===== config.mk =====
export PLATFORM = sky130hd
export DESIGN_NAME = cpu_seq_ctrl_flat
export DESIGN_NICKNAME = d
export VERILOG_FILES = /design/src/rtl/cpu_seq_ctrl_if.sv /design/src/rtl/cpu_seq_ctrl.sv /design/src/flat_wrapper.sv
export SDC_FILE = /design/constraint.sdc
export NUM_CORES = 1
export LEC_CHECK = 0
export BUFFER_PORTS_ARGS = -buffer_cell sky130_fd_sc_hd__buf_2
export CAP_MARGIN = 25
export CORE_MARGIN = 2
export CORE_UTILIZATION = 50
export DETAILED_ROUTE_END_ITERATION = 10
export GPL_TIMING_DRIVEN = 0
export HOLD_SLACK_MARGIN = 0.03
export PLACE_DENSITY = 0.85
export REMOVE_ABC_BUFFERS = 1
export SYNTH_ARGS = -nofsm -noshare
export SYNTH_HDL_FRONTEND = slang
export SYNTH_SLANG_ARGS = --single-unit
export TNS_END_PERCENT = 1

===== constraint.sdc =====
create_clock -name clk -period 4.1 [get_ports clk]
set_input_delay 0.82 -clock clk [delete_from_list [all_inputs] [get_ports clk]]
set_output_delay 0.82 -clock clk [all_outputs]
set_load 0.05 [all_outputs]

===== src/rtl/cpu_seq_ctrl_if.sv =====
// ============================================================================
//  Module   : cpu_seq_ctrl_if
//  Brief    : Bundle between the control sequencer and the CPU datapath/memory.
//  Revision : 1.0 - initial release
// ============================================================================
`default_nettype none

interface cpu_seq_ctrl_if #(
    parameter int INSTRET_W = 16
);
    logic [3:0]           ir_op;
    logic                 alu_zero;
    logic                 alu_le;
    logic                 mem_ready;
    logic                 ir_we;
    logic                 pc_we;
    logic [1:0]           pc_sel;
    logic                 rf_we;
    logic [1:0]           wb_sel;
    logic [2:0]           alu_op;
    logic                 alu_src_imm;
    logic                 mem_req;
    logic                 mem_we;
    logic                 mem_byte;
    logic                 addr_sel;
    logic                 halted;
    logic [INSTRET_W-1:0] instret;

    modport master (
        input  ir_op, alu_zero, alu_le, mem_ready,
        output ir_we, pc_we, pc_sel, rf_we, wb_sel, alu_op, alu_src_imm,
               mem_req, mem_we, mem_byte, addr_sel, halted, instret
    );

    modport slave (
        output ir_op, alu_zero, alu_le, mem_ready,
        input  ir_we, pc_we, pc_sel, rf_we, wb_sel, alu_op, alu_src_imm,
               mem_req, mem_we, mem_byte, addr_sel, halted, instret
    );
endinterface

`default_nettype wire


===== src/rtl/cpu_seq_ctrl.sv =====
// ============================================================================
//  Module   : cpu_seq_ctrl
//  Brief    : Multi-cycle fetch/decode/execute/memory/write-back sequencer
//             with retired-instruction counter for the 16-bit CPU core.
//  Revision : 1.0 - initial release
// ============================================================================
`default_nettype none

module cpu_seq_ctrl #(
    parameter int         INSTRET_W = 16,
    parameter logic [3:0] HALT_OP   = 4'b1111
) (
    input wire             clk,
    input wire             rst,
    cpu_seq_ctrl_if.master bus
);

    localparam logic [2:0] c_FETCH  = 3'd0;
    localparam logic [2:0] c_DECODE = 3'd1;
    localparam logic [2:0] c_EXEC   = 3'd2;
    localparam logic [2:0] c_MEM    = 3'd3;
    localparam logic [2:0] c_WB     = 3'd4;
    localparam logic [2:0] c_HALT   = 3'd5;

    localparam logic [3:0] c_OP_JAL  = 4'd0;
    localparam logic [3:0] c_OP_JALR = 4'd1;
    localparam logic [3:0] c_OP_BEQ  = 4'd2;
    localparam logic [3:0] c_OP_BLE  = 4'd3;
    localparam logic [3:0] c_OP_LB   = 4'd4;
    localparam logic [3:0] c_OP_LW   = 4'd5;
    localparam logic [3:0] c_OP_SB   = 4'd6;
    localparam logic [3:0] c_OP_SW   = 4'd7;
    localparam logic [3:0] c_OP_ADD  = 4'd8;
    localparam logic [3:0] c_OP_SUB  = 4'd9;
    localparam logic [3:0] c_OP_AND  = 4'd10;
    localparam logic [3:0] c_OP_OR   = 4'd11;
    localparam logic [3:0] c_OP_ADDI = 4'd12;
    localparam logic [3:0] c_OP_SUBI = 4'd13;
    localparam logic [3:0] c_OP_LUI  = 4'd14;

    localparam logic [2:0] c_ALU_ADD  = 3'd0;
    localparam logic [2:0] c_ALU_SUB  = 3'd1;
    localparam logic [2:0] c_ALU_AND  = 3'd2;
    localparam logic [2:0] c_ALU_OR   = 3'd3;
    localparam logic [2:0] c_ALU_PASS = 3'd4;

    localparam logic [1:0] c_PC_PLUS2 = 2'd0;
    localparam logic [1:0] c_PC_IMM   = 2'd1;
    localparam logic [1:0] c_PC_ALU   = 2'd2;

    localparam logic [1:0] c_WB_ALU = 2'd0;
    localparam logic [1:0] c_WB_MEM = 2'd1;
    localparam logic [1:0] c_WB_PC2 = 2'd2;

    logic [2:0]           r_state;
    logic [2:0]           w_state_next;
    logic [INSTRET_W-1:0] r_instret;

    logic       w_retire;
    logic       w_ir_we;
    logic       w_pc_we;
    logic [1:0] w_pc_sel;
    logic       w_rf_we;
    logic [1:0] w_wb_sel;
    logic [2:0] w_alu_op;
    logic       w_alu_src_imm;
    logic       w_mem_req;
    logic       w_mem_we;
    logic       w_mem_byte;
    logic       w_addr_sel;
    logic       w_halted;

    logic w_is_load;
    logic w_is_store;
    logic w_is_byte;
    logic w_writes_rf;
    logic w_taken;

    assign w_is_load   = (bus.ir_op == c_OP_LB) || (bus.ir_op == c_OP_LW);
    assign w_is_store  = (bus.ir_op == c_OP_SB) || (bus.ir_op == c_OP_SW);
    assign w_is_byte   = (bus.ir_op == c_OP_LB) || (bus.ir_op == c_OP_SB);
    // Undefined opcodes reach WB as no-ops, so only known writers may set rf_we there
    assign w_writes_rf = w_is_load || ((bus.ir_op >= c_OP_ADD) && (bus.ir_op <= c_OP_LUI));
    assign w_taken     = (bus.ir_op == c_OP_BEQ) ? bus.alu_zero : bus.alu_le;

    always_ff @(posedge clk) begin
        if (rst) begin
            r_state   <= c_FETCH;
            r_instret <= '0;
        end else begin
            r_state <= w_state_next;
            if (w_retire) begin
                r_instret <= r_instret + INSTRET_W'(1);
            end
        end
    end

    always_comb begin
        w_state_next  = r_state;
        w_retire      = 1'b0;
        w_ir_we       = 1'b0;
        w_pc_we       = 1'b0;
        w_pc_sel      = c_PC_PLUS2;
        w_rf_we       = 1'b0;
        w_wb_sel      = c_WB_ALU;
        w_alu_op      = c_ALU_ADD;
        w_alu_src_imm = 1'b0;
        w_mem_req     = 1'b0;
        w_mem_we      = 1'b0;
        w_mem_byte    = 1'b0;
        w_addr_sel    = 1'b0;
        w_halted      = 1'b0;

        case (r_state)
            c_FETCH: begin
                w_mem_req = 1'b1;
                if (bus.mem_ready) begin
                    w_ir_we      = 1'b1;
                    w_state_next = c_DECODE;
                end
            end

            c_DECODE: begin
                w_state_next = (bus.ir_op == HALT_OP) ? c_HALT : c_EXEC;
            end

            c_EXEC: begin
                case (bus.ir_op)
                    c_OP_JAL: begin
                        w_rf_we      = 1'b1;
                        w_wb_sel     = c_WB_PC2;
                        w_pc_we      = 1'b1;
                        w_pc_sel     = c_PC_IMM;
                        w_retire     = 1'b1;
                        w_state_next = c_FETCH;
                    end
                    c_OP_JALR: begin
                        w_alu_op      = c_ALU_ADD;
                        w_alu_src_imm = 1'b1;
                        w_rf_we       = 1'b1;
                        w_wb_sel      = c_WB_PC2;
                        w_pc_we       = 1'b1;
                        w_pc_sel      = c_PC_ALU;
                        w_retire      = 1'b1;
                        w_state_next  = c_FETCH;
                    end
                    c_OP_BEQ, c_OP_BLE: begin
                        w_alu_op     = c_ALU_SUB;
                        w_pc_we      = 1'b1;
                        w_pc_sel     = w_taken ? c_PC_IMM : c_PC_PLUS2;
                        w_retire     = 1'b1;
                        w_state_next = c_FETCH;
                    end
                    c_OP_LB, c_OP_LW, c_OP_SB, c_OP_SW: begin
                        w_alu_op      = c_ALU_ADD;
                        w_alu_src_imm = 1'b1;
                        w_state_next  = c_MEM;
                    end
                    c_OP_ADD, c_OP_ADDI: begin
                        w_alu_op      = c_ALU_ADD;
                        w_alu_src_imm = (bus.ir_op == c_OP_ADDI);
                        w_state_next  = c_WB;
                    end
                    c_OP_SUB, c_OP_SUBI: begin
                        w_alu_op      = c_ALU_SUB;
                        w_alu_src_imm = (bus.ir_op == c_OP_SUBI);
                        w_state_next  = c_WB;
                    end
                    c_OP_AND: begin
                        w_alu_op     = c_ALU_AND;
                        w_state_next = c_WB;
                    end
                    c_OP_OR: begin
                        w_alu_op     = c_ALU_OR;
                        w_state_next = c_WB;
                    end
                    c_OP_LUI: begin
                        w_alu_op      = c_ALU_PASS;
                        w_alu_src_imm = 1'b1;
                        w_state_next  = c_WB;
                    end
                    default: begin
                        w_state_next = c_WB;
                    end
                endcase
            end

            c_MEM: begin
                w_mem_req     = 1'b1;
                w_addr_sel    = 1'b1;
                w_alu_op      = c_ALU_ADD;
                w_alu_src_imm = 1'b1;
                w_mem_we      = w_is_store;
                w_mem_byte    = w_is_byte;
                if (bus.mem_ready) begin
                    if (w_is_store) begin
                        w_pc_we      = 1'b1;
                        w_pc_sel     = c_PC_PLUS2;
                        w_retire     = 1'b1;
                        w_state_next = c_FETCH;
                    end else begin
                        w_state_next = c_WB;
                    end
                end
            end

            c_WB: begin
                w_rf_we      = w_writes_rf;
                w_wb_sel     = w_is_load ? c_WB_MEM : c_WB_ALU;
                w_pc_we      = 1'b1;
                w_pc_sel     = c_PC_PLUS2;
                w_retire     = 1'b1;
                w_state_next = c_FETCH;
            end

            c_HALT: begin
                w_halted = 1'b1;
            end

            default: begin
                w_state_next = c_FETCH;
            end
        endcase

        // Reset silences every output at once, including a pending memory request
        if (rst) begin
            w_state_next  = c_FETCH;
            w_retire      = 1'b0;
            w_ir_we       = 1'b0;
            w_pc_we       = 1'b0;
            w_pc_sel      = c_PC_PLUS2;
            w_rf_we       = 1'b0;
            w_wb_sel      = c_WB_ALU;
            w_alu_op      = c_ALU_ADD;
            w_alu_src_imm = 1'b0;
            w_mem_req     = 1'b0;
            w_mem_we      = 1'b0;
            w_mem_byte    = 1'b0;
            w_addr_sel    = 1'b0;
            w_halted      = 1'b0;
        end
    end

    assign bus.ir_we       = w_ir_we;
    assign bus.pc_we       = w_pc_we;
    assign bus.pc_sel      = w_pc_sel;
    assign bus.rf_we       = w_rf_we;
    assign bus.wb_sel      = w_wb_sel;
    assign bus.alu_op      = w_alu_op;
    assign bus.alu_src_imm = w_alu_src_imm;
    assign bus.mem_req     = w_mem_req;
    assign bus.mem_we      = w_mem_we;
    assign bus.mem_byte    = w_mem_byte;
    assign bus.addr_sel    = w_addr_sel;
    assign bus.halted      = w_halted;
    assign bus.instret     = rst ? '0 : r_instret;

endmodule

`default_nettype wire


===== src/flat_wrapper.sv =====
// flat-port wrapper written by rule: the top's interface ports become plain ports
module cpu_seq_ctrl_flat 
#(
    parameter int         INSTRET_W = 16,
    parameter logic [3:0] HALT_OP   = 4'b1111
)
  (clk, rst, bus_ir_op, bus_alu_zero, bus_alu_le, bus_mem_ready, bus_ir_we, bus_pc_we, bus_pc_sel, bus_rf_we, bus_wb_sel, bus_alu_op, bus_alu_src_imm, bus_mem_req, bus_mem_we, bus_mem_byte, bus_addr_sel, bus_halted, bus_instret);
  cpu_seq_ctrl_if #(.INSTRET_W(INSTRET_W)) bus_i ();
  input wire clk;
  input wire rst;
  input wire logic [$bits(bus_i.ir_op)-1:0] bus_ir_op;
  input wire logic [$bits(bus_i.alu_zero)-1:0] bus_alu_zero;
  input wire logic [$bits(bus_i.alu_le)-1:0] bus_alu_le;
  input wire logic [$bits(bus_i.mem_ready)-1:0] bus_mem_ready;
  output wire logic [$bits(bus_i.ir_we)-1:0] bus_ir_we;
  output wire logic [$bits(bus_i.pc_we)-1:0] bus_pc_we;
  output wire logic [$bits(bus_i.pc_sel)-1:0] bus_pc_sel;
  output wire logic [$bits(bus_i.rf_we)-1:0] bus_rf_we;
  output wire logic [$bits(bus_i.wb_sel)-1:0] bus_wb_sel;
  output wire logic [$bits(bus_i.alu_op)-1:0] bus_alu_op;
  output wire logic [$bits(bus_i.alu_src_imm)-1:0] bus_alu_src_imm;
  output wire logic [$bits(bus_i.mem_req)-1:0] bus_mem_req;
  output wire logic [$bits(bus_i.mem_we)-1:0] bus_mem_we;
  output wire logic [$bits(bus_i.mem_byte)-1:0] bus_mem_byte;
  output wire logic [$bits(bus_i.addr_sel)-1:0] bus_addr_sel;
  output wire logic [$bits(bus_i.halted)-1:0] bus_halted;
  output wire logic [$bits(bus_i.instret)-1:0] bus_instret;
  assign bus_i.ir_op = bus_ir_op;
  assign bus_i.alu_zero = bus_alu_zero;
  assign bus_i.alu_le = bus_alu_le;
  assign bus_i.mem_ready = bus_mem_ready;
  assign bus_ir_we = bus_i.ir_we;
  assign bus_pc_we = bus_i.pc_we;
  assign bus_pc_sel = bus_i.pc_sel;
  assign bus_rf_we = bus_i.rf_we;
  assign bus_wb_sel = bus_i.wb_sel;
  assign bus_alu_op = bus_i.alu_op;
  assign bus_alu_src_imm = bus_i.alu_src_imm;
  assign bus_mem_req = bus_i.mem_req;
  assign bus_mem_we = bus_i.mem_we;
  assign bus_mem_byte = bus_i.mem_byte;
  assign bus_addr_sel = bus_i.addr_sel;
  assign bus_halted = bus_i.halted;
  assign bus_instret = bus_i.instret;
  cpu_seq_ctrl #(.INSTRET_W(INSTRET_W), .HALT_OP(HALT_OP)) u_core (.clk(clk), .rst(rst), .bus(bus_i));
endmodule

### After elaboration in Yosys (flattened, before gate mapping)

Cells that the tools add are included.

* flip-flop bits (word level): 19
* output and inout bits: 32
* input port bits: 9
* logic and storage cells: 88

* $add $sub $neg: 1
* mux-type cells: 43
* reduce and logical (&&, ||, !) cells: 17
* equal/unequal tests: 22
* bitwise gates (word level): 1
* order comparisons: 2

Operators by type and width (count)
* $eq A4 B4 Y1 const B: 8
* $mux W1: 23
* $mux W3: 6
* $add A16 B1 Y16 const B: 1
* $eq A4 B3 Y1 const B: 4
* $mux W16: 1
* $pmux W3 S5: 1
* $pmux W3 S4: 1
* $reduce_or A4 Y1: 3
* $reduce_or A2 Y1: 5
* $eq A4 B2 Y1 const B: 2
* $mux W2: 4
* $eq A3 B2 Y1 const B: 2
* $eq A3 B3 Y1 const B: 2
* $pmux W1 S3: 2
* $pmux W2 S3: 1
* $pmux W3 S2: 1
* $reduce_or A6 Y1: 1
* $eq A4 B1 Y1 const B: 1
* $ge A4 B4 Y1 const B: 1
* $le A4 B4 Y1 const B: 1
* $logic_not A4 Y1: 1
* $logic_or A1 B1 Y1: 4
* $ne A2 B2 Y1 const B: 2
* other kinds (7): 8

### Depth between registers and ports, before layout

* word-level depth: 6
* depth in mapped cells: 6
* gate-level depth less buffers: 4

### Worst setup path before layout

No wires, ideal clock.

* path kind: input to output
* from: input port rst
* to: output port bus_mem_req
* cell stages on the path: 4
* slack: 353 ps
* data required time: 3280 ps
* buffers on the path: 3
* data arrival time: 2927 ps
* cell sequence: buf_2 buf_1 clkbuf_1 nor4_1

* cells in the longest elaborated chain, start to end: 1

RTL lines
* from (decl): RTL line flat_wrapper.sv:10 `input wire rst;`
* $mux W1: RTL line cpu_seq_ctrl.sv:226 `if (rst) begin`
* to (decl): RTL line flat_wrapper.sv:22 `output wire logic [$bits(bus_i.mem_req)-1:0] bus_mem_req;`

Every way passes these cells.

### Final worst setup path

* from: input port rst
* to: output port bus_pc_sel[1]

* cells in the longest elaborated chain, start to end: 1

RTL lines
* $mux W2: RTL line cpu_seq_ctrl.sv:226
* to (decl): RTL line flat_wrapper.sv:17 `output wire logic [$bits(bus_i.pc_sel)-1:0] bus_pc_sel;`

Every way passes these cells.

==> results.toml <==
[clock_tree]
clock_latency_ps = 290
cts_tree = "yes"
hold_buffers = 0
cts.sinks = 19
post-cts-setup-buffers = 0
max-clock-path-buffers = 2
cts.htree.levels = 1
cts_repair_resize_count = 0
cts_made_buffers = 3
cts_root_buf = "clkbuf_4"
clk_pin_slew_worst_paths_ps = 100

[yosys]
syn_avg_cell_area_um2 = 8.03
synth.most_common_cell = "nor2_1"
synth_area_um2 = 1440
synth_edf_count = 0
synthArstFlopShare_pct = 0
synth_seq_cells = 19
synthTopCellsByArea = "dfxtp_1, nor2b_1, nor2_1"
yosysTopAreaCellShare_pct = 26.5
yosysWarnings = 0
yosysTopAreaCell = "dfxtp_1"
synthTopCellsByCount = "nor2_1, dfxtp_1, nor2b_1"
yosysUniqueCellTypes = 46
syn_inst = 179
synth_top_flop_cell = "dfxtp_1"
yosysSeqAreaShare_pct = 26.5

[die]
io-pin-count = 41
start_util_pct = 52.6
num_rows = 19
core_um2 = 2730
die_area_um2 = 3320
dieHeight_um = 57.6
die_w_um = 57.6

[final_layout]
antenna_cells = 0
syn_to_final_growth_pct = 13.0
drive_gt1_share_pct = 26.8
nets = 220

[timing]
slew_viol_final = 0
slew_headroom_pct = 57.2
fmax_mhz = 309
min_period_ps = 3240
worst_pin_slew_ps = 642
worst_slack_ps = 861
setup_viol = 0
rsz0062_at_grt = "no"
fin_skew_ps = 3.47
fin_tns_setup_ps = 0
finalCritPeriodShare_pct = 79.0
hold_viol_final = 0

[worst_setup_path]
max_stage_delay_ps = 370
worstSetupPathType = "in2out"
path_max_fanout = 39
cp-end-kind = "primary output"
cpMostUsedCell = "buf_2"
cp-start-kind = "primary input"
cp.required_ps = 3280
slowest_stage = "or3_1"
crit_chain = "buf_2 -> nor2_1 -> nand2_1 -> or3_1 -> nor3b_1 -> buf_2"
worstPathArrival_ps = 2420

[status]
status = "finished, final reports clean"

[min_path]
min_path_type = "reg2reg"

[routing]
num_vias = 1429
drt-pass1-iter-count = 4
avgViaCountPerCell = 5.95
post_drt_wl_per_cell_um = 12.9
dr.first_iter.drc_count = 96
routed_wl_mm = 3.10
drc = 0
ant_nets = 0

[power_and_ir_drop]
total_leakage_power_nw = 0.690
vdd_ir_drop_max_v = 0.000189
cellPowerDensity_nw_per_um2 = 218

[global_routing]
grt_usage_pct = 20.1
gr-total-overflow = 0
grt_pass1_wl_mm = 5.51
antenna_found_initial = 0
first_global_vias = 1276
grt_max_degree = 40

[placed_design]
place_congestion = 0.823
pre_cts_ws_ps = 872
port-buffer-count = 40
dpl.hpwl_mm = 2.26

[job]
drv_cap = 0
-- worst max-delay path: cells and delay by family --
family,cells,cell delay [ps]
and+or+nand+nor,4,990
buffers and inverters,2,590
-- kinds of logic (layout without fill, tap and decap cells) --
| family | count (synthesis) | after routing | synth area share [%] |
|---|---|---|---|
| AO/OA/AOI/OAI | 44 | 44 | 23.8 |
| adder cells (fa/ha/maj) | 1 | 1 | 0.870 |
| buffers and inverters | 22 | 52 | 7.57 |
| flip-flops | 19 | 19 | 26.5 |
| multiplexers | 12 | 12 | 9.40 |
| AND/OR/NAND/NOR | 81 | 81 | 31.9 |
-- stage by stage --
step	std cells	total power [mW]	hold WS (ps)	cell area [um2]	utilization, %
finish	240	0.354	527	1620	59.4
global route	240	0.372	584	1620	59.4
CTS	240	0.356	537	1620	59.4
detailed placement	236	0.264	513	1600	58.4
global placement	236	0.263	509	1600	58.4
floorplan	165	0.239	475	1360	-
-- registers in the layout, summed over array words and instances (netlist names) --
register	cells
u_core.r_instret	16
u_core.r_state	3
-- layout by cell type, fill, tap and decap left out, types with 4 or more instances in the layout --
cell type   n
inv_1       8
dfxtp_1    19
buf_2      40
mux2_1      5
and4_1      4
a21oi_1    11
o21ai_0     4
nor3_1      5
nor2_1     23
nand2_1    12
mux2_2      7
nand3_1     6
a211oi_1    4
nor2b_1    14
-- worst paths after layout --
kind / start / to / slack, ps / cells after the start
worst min-delay path: u_core.r_instret[1]$_SDFFE_PP0P_ / u_core.r_instret[1]$_SDFFE_PP0P_ / 530 / 2
worst min register to register: u_core.r_instret[1]$_SDFFE_PP0P_ / u_core.r_instret[1]$_SDFFE_PP0P_ / 530 / 2
worst max-delay path: rst / bus_pc_sel[1] / 860 / 6
worst max register to register: u_core.r_state[1]$_SDFFE_PP0P_ / u_core.r_instret[12]$_SDFFE_PP0P_ / 1840 / 4
-- power by group --
part / leakage [nW] / internal (mW) / total (mW) / switching [mW]
registers: 0.153 / 0.187 / 0.195 / 0.00831
logic: 0.521 / 0.0208 / 0.0645 / 0.0437
clock network: 0.0150 / 0.0379 / 0.0942 / 0.0564
total: 0.690 / 0.246 / 0.354 / 0.108
-- layer usage --
layer	GRT usage [%]	vias to the layer above	wire length, um
li1	-	721	-
met1	26.3	656	1420
met5	0	-	0
met2	35.1	47	1460
met3	1.79	5	186
met4	5.98	0	35
-- area by class of cell --
type | instances | area [um2]
clock buffers | 4 | 26.3
fillers | 264 | 1110
inverters | 8 | 30.0
multi-input cells | 138 | 948
flip-flops and latches | 19 | 380
well taps | 31 | 38.8
repair buffers | 40 | 200
(Power assumes the default switching activity.)
